<file path="config.mk">
export PLATFORM = sky130hd
export DESIGN_NAME = alu_issue_ctrl_flat
export DESIGN_NICKNAME = d
export VERILOG_FILES = /design/src/rtl/alu_issue_pkg.sv /design/src/rtl/alu_issue_ctrl_if.sv /design/src/rtl/imm_ext.sv /design/src/rtl/alu_issue_ctrl.sv /design/src/flat_wrapper.sv
export SDC_FILE = /design/constraint.sdc
export NUM_CORES = 1
export LEC_CHECK = 0
export CAP_MARGIN = 20
export CORE_MARGIN = 5
export CORE_UTILIZATION = 49
export DETAILED_ROUTE_END_ITERATION = 8
export PLACE_DENSITY = 0.94
export SYNTH_ARGS = -nofsm -noshare
export SYNTH_HDL_FRONTEND = slang
export SYNTH_HIERARCHICAL = 1
export SYNTH_SLANG_ARGS = --single-unit
export TNS_END_PERCENT = 10
</file>
<file path="constraint.sdc">
create_clock -name clk -period 5.7 [get_ports clk]
set_clock_uncertainty 0.15 [all_clocks]
set_input_delay 1.14 -clock clk [delete_from_list [all_inputs] [get_ports clk]]
set_output_delay 1.14 -clock clk [all_outputs]
set_load 0.02 [all_outputs]
</file>
<file path="src/rtl/alu_issue_pkg.sv">
// Shared encodings for the ALU issue controller: MIPS opcode/funct fields, FSM states and
// immediate-extension modes.
package alu_issue_pkg;

  localparam int unsigned DW_DEF  = 32;
  localparam int unsigned RAW_DEF = 5;

  localparam logic [5:0] OP_RTYPE = 6'b000000;
  localparam logic [5:0] OP_ADDI  = 6'b001000;
  localparam logic [5:0] OP_ANDI  = 6'b001100;
  localparam logic [5:0] OP_ORI   = 6'b001101;
  localparam logic [5:0] OP_BEQ   = 6'b000100;

  localparam logic [5:0] FN_ADD = 6'b100000;
  localparam logic [5:0] FN_SUB = 6'b100010;
  localparam logic [5:0] FN_AND = 6'b100100;
  localparam logic [5:0] FN_OR  = 6'b100101;
  localparam logic [5:0] FN_SLT = 6'b101010;

  typedef enum logic [1:0] {IDLE, READ, EXEC, WB} state_e;

  typedef enum logic [1:0] {ImmSign, ImmZero, ImmBranch} imm_mode_e;

  function automatic logic is_alu_funct(input logic [5:0] fn);
    return fn inside {FN_ADD, FN_SUB, FN_AND, FN_OR, FN_SLT};
  endfunction

endpackage

</file>
<file path="src/rtl/alu_issue_ctrl_if.sv">
// Fetch handshake, regfile ports and ALU ports of the issue controller, bundled as one interface.
interface alu_issue_ctrl_if #(
  parameter int unsigned DW  = alu_issue_pkg::DW_DEF,
  parameter int unsigned RAW = alu_issue_pkg::RAW_DEF
);
  logic           instr_valid;
  logic           instr_ready;
  logic [31:0]    instr;
  logic [RAW-1:0] rf_raddr1;
  logic [RAW-1:0] rf_raddr2;
  logic [DW-1:0]  rf_rdata1;
  logic [DW-1:0]  rf_rdata2;
  logic [5:0]     alu_func;
  logic [5:0]     alu_op;
  logic [DW-1:0]  alu_data_1;
  logic [DW-1:0]  alu_data_2;
  logic [DW-1:0]  alu_result;
  logic           alu_zero;
  logic           rf_we;
  logic [RAW-1:0] rf_waddr;
  logic [DW-1:0]  rf_wdata;
  logic           branch_taken;
  logic [DW-1:0]  branch_offset;
  logic           done;
  logic           illegal;

  modport master (
    input  instr_valid, instr, rf_rdata1, rf_rdata2, alu_result, alu_zero,
    output instr_ready, rf_raddr1, rf_raddr2, alu_func, alu_op, alu_data_1, alu_data_2,
           rf_we, rf_waddr, rf_wdata, branch_taken, branch_offset, done, illegal
  );

  modport slave (
    output instr_valid, instr, rf_rdata1, rf_rdata2, alu_result, alu_zero,
    input  instr_ready, rf_raddr1, rf_raddr2, alu_func, alu_op, alu_data_1, alu_data_2,
           rf_we, rf_waddr, rf_wdata, branch_taken, branch_offset, done, illegal
  );

endinterface

</file>
<file path="src/rtl/imm_ext.sv">
// Widens a 16-bit immediate: sign-extend, zero-extend, or sign-extend shifted left by two
// (branch word offset).
module imm_ext
  import alu_issue_pkg::*;
#(
  parameter int unsigned DW = DW_DEF
) (
  input  logic [15:0]   imm,
  input  imm_mode_e     mode,
  output logic [DW-1:0] value
);

  logic [DW-1:0] sext;

  always_comb begin
    sext  = {{(DW-16){imm[15]}}, imm};
    value = sext;
    unique case (mode)
      ImmSign:   value = sext;
      ImmZero:   value = {{(DW-16){1'b0}}, imm};
      ImmBranch: value = {sext[DW-3:0], 2'b00};
      default:   value = sext;
    endcase
  end

endmodule

</file>
<file path="src/rtl/alu_issue_ctrl.sv">
// Four-phase issue controller (IDLE->READ->EXEC->WB): decodes one MIPS instruction, feeds the ALU
// from registered operands and emits a register write-back or beq outcome.
module alu_issue_ctrl
  import alu_issue_pkg::*;
#(
  parameter int unsigned DW  = DW_DEF,
  parameter int unsigned RAW = RAW_DEF
) (
  input logic             clk,
  input logic             rst_n,
  alu_issue_ctrl_if.master bus
);

  state_e state_q, state_d;

  logic [31:0]    instr_q;
  logic [5:0]     alu_op_q;
  logic [DW-1:0]  alu_d1_q, alu_d2_q;
  logic           rf_we_q;
  logic [RAW-1:0] rf_waddr_q;
  logic [DW-1:0]  rf_wdata_q;
  logic           br_q;
  logic [DW-1:0]  br_off_q;
  logic           done_q;
  logic           illegal_q;

  logic [5:0] op_f, fn_f;
  logic [4:0] rt_f, rd_f;

  logic       dec_legal, dec_wr, dec_beq, dec_use_imm;
  logic [4:0] dec_dest;
  logic [5:0] dec_op;
  imm_mode_e  dec_imm_mode;

  logic [DW-1:0] imm_val;
  logic          wr_en, take;

  assign op_f = instr_q[31:26];
  assign rt_f = instr_q[20:16];
  assign rd_f = instr_q[15:11];
  assign fn_f = instr_q[5:0];

  // I-type arithmetic is folded onto the matching R-type funct so the ALU sees one encoding.
  always_comb begin
    dec_legal    = 1'b0;
    dec_wr       = 1'b0;
    dec_beq      = 1'b0;
    dec_use_imm  = 1'b0;
    dec_dest     = rt_f;
    dec_op       = FN_ADD;
    dec_imm_mode = ImmSign;
    case (op_f)
      OP_RTYPE: begin
        if (is_alu_funct(fn_f)) begin
          dec_legal = 1'b1;
          dec_wr    = 1'b1;
          dec_dest  = rd_f;
          dec_op    = fn_f;
        end
      end
      OP_ADDI: begin
        dec_legal   = 1'b1;
        dec_wr      = 1'b1;
        dec_use_imm = 1'b1;
        dec_op      = FN_ADD;
      end
      OP_ANDI: begin
        dec_legal    = 1'b1;
        dec_wr       = 1'b1;
        dec_use_imm  = 1'b1;
        dec_op       = FN_AND;
        dec_imm_mode = ImmZero;
      end
      OP_ORI: begin
        dec_legal    = 1'b1;
        dec_wr       = 1'b1;
        dec_use_imm  = 1'b1;
        dec_op       = FN_OR;
        dec_imm_mode = ImmZero;
      end
      OP_BEQ: begin
        dec_legal    = 1'b1;
        dec_beq      = 1'b1;
        dec_op       = FN_SUB;
        dec_imm_mode = ImmBranch;
      end
      default: ;
    endcase
  end

  imm_ext #(
    .DW(DW)
  ) u_imm_ext (
    .imm  (instr_q[15:0]),
    .mode (dec_imm_mode),
    .value(imm_val)
  );

  assign wr_en = dec_wr && (dec_dest != 5'd0);
  assign take  = dec_beq && bus.alu_zero;

  always_comb begin
    state_d = state_q;
    unique case (state_q)
      IDLE:    if (bus.instr_valid) state_d = READ;
      READ:    state_d = dec_legal ? EXEC : WB;
      EXEC:    state_d = WB;
      WB:      state_d = IDLE;
      default: state_d = IDLE;
    endcase
  end

  always_ff @(posedge clk or negedge rst_n) begin
    if (!rst_n) begin
      state_q <= IDLE;
    end else begin
      state_q <= state_d;
    end
  end

  always_ff @(posedge clk or negedge rst_n) begin
    if (!rst_n) begin
      instr_q    <= '0;
      alu_op_q   <= '0;
      alu_d1_q   <= '0;
      alu_d2_q   <= '0;
      rf_we_q    <= 1'b0;
      rf_waddr_q <= '0;
      rf_wdata_q <= '0;
      br_q       <= 1'b0;
      br_off_q   <= '0;
      done_q     <= 1'b0;
      illegal_q  <= 1'b0;
    end else begin
      unique case (state_q)
        IDLE: begin
          if (bus.instr_valid) instr_q <= bus.instr;
        end
        READ: begin
          if (dec_legal) begin
            alu_op_q <= dec_op;
            alu_d1_q <= bus.rf_rdata1;
            alu_d2_q <= dec_use_imm ? imm_val : bus.rf_rdata2;
          end else begin
            done_q    <= 1'b1;
            illegal_q <= 1'b1;
          end
        end
        EXEC: begin
          alu_op_q   <= '0;
          alu_d1_q   <= '0;
          alu_d2_q   <= '0;
          rf_we_q    <= wr_en;
          rf_waddr_q <= wr_en ? RAW'(dec_dest) : '0;
          rf_wdata_q <= wr_en ? bus.alu_result : '0;
          br_q       <= take;
          br_off_q   <= take ? imm_val : '0;
          done_q     <= 1'b1;
        end
        WB: begin
          rf_we_q    <= 1'b0;
          rf_waddr_q <= '0;
          rf_wdata_q <= '0;
          br_q       <= 1'b0;
          br_off_q   <= '0;
          done_q     <= 1'b0;
          illegal_q  <= 1'b0;
        end
        default: ;
      endcase
    end
  end

  assign bus.instr_ready   = (state_q == IDLE);
  assign bus.rf_raddr1     = RAW'(instr_q[25:21]);
  assign bus.rf_raddr2     = RAW'(rt_f);
  // Every issued operation is presented to the ALU in R-type form.
  assign bus.alu_func      = OP_RTYPE;
  assign bus.alu_op        = alu_op_q;
  assign bus.alu_data_1    = alu_d1_q;
  assign bus.alu_data_2    = alu_d2_q;
  assign bus.rf_we         = rf_we_q;
  assign bus.rf_waddr      = rf_waddr_q;
  assign bus.rf_wdata      = rf_wdata_q;
  assign bus.branch_taken  = br_q;
  assign bus.branch_offset = br_off_q;
  assign bus.done          = done_q;
  assign bus.illegal       = illegal_q;

endmodule

</file>
<file path="src/flat_wrapper.sv">
// flat-port wrapper written by rule: the top's interface ports become plain ports
module alu_issue_ctrl_flat import alu_issue_pkg::*;
#(
  parameter int unsigned DW  = DW_DEF,
  parameter int unsigned RAW = RAW_DEF
)
  (clk, rst_n, bus_instr_valid, bus_instr, bus_rf_rdata1, bus_rf_rdata2, bus_alu_result, bus_alu_zero, bus_instr_ready, bus_rf_raddr1, bus_rf_raddr2, bus_alu_func, bus_alu_op, bus_alu_data_1, bus_alu_data_2, bus_rf_we, bus_rf_waddr, bus_rf_wdata, bus_branch_taken, bus_branch_offset, bus_done, bus_illegal);
  alu_issue_ctrl_if #(.DW(DW), .RAW(RAW)) bus_i ();
  input logic clk;
  input logic rst_n;
  input wire logic [$bits(bus_i.instr_valid)-1:0] bus_instr_valid;
  input wire logic [$bits(bus_i.instr)-1:0] bus_instr;
  input wire logic [$bits(bus_i.rf_rdata1)-1:0] bus_rf_rdata1;
  input wire logic [$bits(bus_i.rf_rdata2)-1:0] bus_rf_rdata2;
  input wire logic [$bits(bus_i.alu_result)-1:0] bus_alu_result;
  input wire logic [$bits(bus_i.alu_zero)-1:0] bus_alu_zero;
  output wire logic [$bits(bus_i.instr_ready)-1:0] bus_instr_ready;
  output wire logic [$bits(bus_i.rf_raddr1)-1:0] bus_rf_raddr1;
  output wire logic [$bits(bus_i.rf_raddr2)-1:0] bus_rf_raddr2;
  output wire logic [$bits(bus_i.alu_func)-1:0] bus_alu_func;
  output wire logic [$bits(bus_i.alu_op)-1:0] bus_alu_op;
  output wire logic [$bits(bus_i.alu_data_1)-1:0] bus_alu_data_1;
  output wire logic [$bits(bus_i.alu_data_2)-1:0] bus_alu_data_2;
  output wire logic [$bits(bus_i.rf_we)-1:0] bus_rf_we;
  output wire logic [$bits(bus_i.rf_waddr)-1:0] bus_rf_waddr;
  output wire logic [$bits(bus_i.rf_wdata)-1:0] bus_rf_wdata;
  output wire logic [$bits(bus_i.branch_taken)-1:0] bus_branch_taken;
  output wire logic [$bits(bus_i.branch_offset)-1:0] bus_branch_offset;
  output wire logic [$bits(bus_i.done)-1:0] bus_done;
  output wire logic [$bits(bus_i.illegal)-1:0] bus_illegal;
  assign bus_i.instr_valid = bus_instr_valid;
  assign bus_i.instr = bus_instr;
  assign bus_i.rf_rdata1 = bus_rf_rdata1;
  assign bus_i.rf_rdata2 = bus_rf_rdata2;
  assign bus_i.alu_result = bus_alu_result;
  assign bus_i.alu_zero = bus_alu_zero;
  assign bus_instr_ready = bus_i.instr_ready;
  assign bus_rf_raddr1 = bus_i.rf_raddr1;
  assign bus_rf_raddr2 = bus_i.rf_raddr2;
  assign bus_alu_func = bus_i.alu_func;
  assign bus_alu_op = bus_i.alu_op;
  assign bus_alu_data_1 = bus_i.alu_data_1;
  assign bus_alu_data_2 = bus_i.alu_data_2;
  assign bus_rf_we = bus_i.rf_we;
  assign bus_rf_waddr = bus_i.rf_waddr;
  assign bus_rf_wdata = bus_i.rf_wdata;
  assign bus_branch_taken = bus_i.branch_taken;
  assign bus_branch_offset = bus_i.branch_offset;
  assign bus_done = bus_i.done;
  assign bus_illegal = bus_i.illegal;
  alu_issue_ctrl #(.DW(DW), .RAW(RAW)) u_core (.clk(clk), .rst_n(rst_n), .bus(bus_i));
endmodule
</file>
==> impl_metrics.tcl <==
set metrics [dict create \
    post_cts_buffers 0 \
    h-tree-depth 4 \
    wirelength_um 23900 \
    max_slew_margin_pct 32.3 \
    wire_per_inst_um 21.1 \
    async_reset_ff_share_pct 100 \
    vias_per_cell 5.76 \
    fmax_mhz 314 \
    final-instance-count-excl-fill 1130 \
    finalHoldViolations 0 \
    hold_end "u_core/bus.branch_taken$_DFFE_PN0P_" \
    period_needed_ps 3190 \
    leakage_nw 4.75 \
    r2r-start "u_core/instr_q[27]$_DFFE_PN0P_" \
    min_path_cells 1 \
    place_inst 1096 \
    die_w_um 138 \
    drive_gt1_share_pct 10.2 \
    place_congestion 0.850 \
    rsz0062_at_grt "no" \
    dieArea_um2 18900 \
    timing.rr.end "u_core/bus.alu_data_2[11]$_DFFE_PN0P_" \
    setup_violations 0 \
    yosys_most_used_dff "dfrtp_1" \
    grt_pass1_wl_um 36300 \
    hold_path.startpoint "u_core/bus.branch_taken$_DFFE_PN0P_" \
    grt_max_degree 108 \
    synth_area_um2 7970 \
    hp-class "flip-flop to flip-flop" \
    clkTransAtPathRegs_ps 70 \
    cts_root_buffer "clkbuf_16" \
    final_cell_mix "clkdlybuf4s50_1 (284), dfrtp_1 (177), nand2_1 (73), a22o_1 (73), mux2i_1 (35)" \
    n_fill_cell 1120 \
    numPortBuffers 285 \
    route.detailed.drc 0 \
    synth.distinct_cells 51 \
    ant_nets 0 \
    synth_top_area_share_pct 55.6 \
    vdd_ir_drop_max_mv 0.386 \
    syn2layout_area_growth_pct 43.4 \
    cts.hold.buffers_added 0 \
    cts_resized 0 \
    power.density_nw_per_um2 492 \
    critPathLaunchType "flip-flop" \
    cts_buffer_depth 2 \
    yosysWarnings 6 \
    fp.dieH_um 138 \
    cp_max_fo 5 \
    yosysTopAreaCell "dfrtp_1" \
    diodes 0 \
    grt_util_all_layers_pct 24.9 \
    status "completed" \
    synth_area_leaders "dfrtp_1 (56%), a22o_1 (8.0%), mux2_2 (4.7%), mux2i_1 (4.4%), o2bb2ai_1 (3.7%)" \
    reg2reg_depth 5 \
    antenna_found_initial 2 \
    drt_iter0_markers 405 \
    final_common_cell "clkdlybuf4s50_1" \
    clock-sinks 177 \
    drtPass1Iterations 5 \
    setup_tns_ps 0 \
    start_util_pct 50.0 \
    worstSkewPairLatency_ps 420 \
    netlist_instances 666 \
    cts_tree "yes" \
    rows 46 \
    dp_hpwl_um 16800 \
    grt_pass1_vias 6626 \
    ys_seq_area_share_pct 55.6 \
    period_share_pct 55.9 \
    ioPinCount 292 \
    tightest_slew_ps 1020 \
    grt_overflow 0 \
    vias 6509 \
    fin_nets 1040 \
    core-area_um2 15900 \
    slew_viol_final 0 \
    maxCapViolations 0 \
    critPathKind "flip-flop to output pin" \
    cp-end-kind "output pin" \
    worstPathArrival_ps 1900 \
    r2r_slack_ps 2670 \
    synth_edf_count 0 \
    ys_ff_latch 177 \
    crit_required_ps 4410 \
    cts_inserted_buffers 17 \
    syn_avg_cell_area_um2 12.0 \
]
layer usage:
metal / share of wire [%] / global-route usage [%] / vias to the layer above / routed length [um]
met5: 0.11 / 0 / - / 27
met4: 2.5 / 8.87 / 4 / 585
met3: 10 / 8.47 / 55 / 2410
met2: 49 / 41.2 / 297 / 11700
met1: 38 / 30.4 / 3222 / 9150
li1: - / - / 2931 / -
Yosys cell counts (2+ instances only):
cell type / instances
mux2i_1: 35
buf_2: 18
buf_4: 33
ha_1: 7
and2_1: 4
nand4_1: 32
a211o_1: 2
mux2_2: 33
o2bb2ai_1: 34
nor2_1: 11
buf_6: 2
nand3b_1: 2
a211oi_1: 6
nand2b_1: 3
nor3_1: 2
a22o_1: 73
dfrtp_1: 177
a21oi_1: 3
o211ai_1: 33
and3_1: 2
inv_1: 8
a22o_2: 7
clkbuf_1: 29
buf_1: 3
a32oi_1: 5
nor2b_1: 3
nand2_1: 73
o21ai_0: 3
final cells by class:
cell class / count / area [um^2] / share of cell area [%]
Clock buffer: 20 / 467 / 4.08
Clock inverter: 12 / 156 / 1.37
Inverter: 8 / 30.0 / 0.263
Multi-Input combinational cell: 400 / 3060 / 26.8
Sequential cell: 177 / 4430 / 38.7
Tap cell: 216 / 270 / 2.36
Timing Repair Buffer: 297 / 3020 / 26.4
stage by stage:
stage | util [%] | cell area [um^2] | setup slack (ps) | total power [mW] | hold WS [ps]
detailed placement | 67.5 | 10800 | 2670 | 4.38 | 323
global placement | 67.3 | 10700 | 2830 | 4.30 | 309
global route | 71.7 | 11400 | 2420 | 5.89 | 349
CTS | 71.4 | 11400 | 2500 | 5.61 | 343
floorplan | - | 7990 | 3210 | 3.44 | 321
finish | 71.7 | 11400 | 2510 | 5.62 | 340
how the worst max path moves through the flow:
stage | from | endpoint | slack, ps | cells after the start
final | u_core/state_q[0]$_DFFE_PN0P_ | bus_instr_ready | 2510 | 3
after floorplan | u_core/instr_q[27]$_DFFE_PN0P_ | u_core/bus.alu_data_2[2]$_DFFE_PN0P_ | 3210 | 11
after global routing | u_core/state_q[0]$_DFFE_PN0P_ | bus_instr_ready | 2420 | 3
after CTS | u_core/state_q[0]$_DFFE_PN0P_ | bus_instr_ready | 2500 | 3
after global placement | u_core/instr_q[27]$_DFFE_PN0P_ | u_core/bus.alu_data_2[27]$_DFFE_PN0P_ | 2830 | 7
after detailed placement | u_core/instr_q[27]$_DFFE_PN0P_ | u_core/bus.alu_data_2[23]$_DFFE_PN0P_ | 2670 | 7
cells by family (layout without fill, tap and decap cells):
kind of cell / count (synthesis) / count (layout) / share of synthesized area, %
buffers and inverters: 94 / 337 / 6.58
muxes: 68 / 68 / 9.06
adders and majority gates: 7 / 7 / 1.10
other: 1 / 6 / 0.0470
and+or+nand+nor: 145 / 145 / 9.06
AOI/OAI and AO/OA: 174 / 174 / 18.6
DFF: 177 / 177 / 55.6
where the power goes:
| part | internal, mW | switching, mW | total, mW |
|---|---|---|---|
| sequential | 1.63 | 0.301 | 1.93 |
| clock | 0.727 | 0.497 | 1.22 |
| combinational | 1.11 | 1.36 | 2.47 |
worst max-delay path: stages (launching register included):
cell and delay [ps]:
dfrtp_1 400, inv_1 150, ha_1 270, clkdlybuf4s50_1 650
state kept, by name, indices dropped and copies added, names as in the netlist:
register	flops
u_core/bus.rf_we	1
u_core/bus.alu_data_1	32
u_core/instr_q	32
u_core/bus.branch_offset	32
u_core/bus.alu_data_2	32
u_core/bus.rf_waddr	5
u_core/bus.branch_taken	1
u_core/bus.done	1
u_core/bus.rf_wdata	32
u_core/bus.alu_op	6
u_core/bus.illegal	1
u_core/state_q	2
Note: power is estimated with default switching activity, not from simulation.
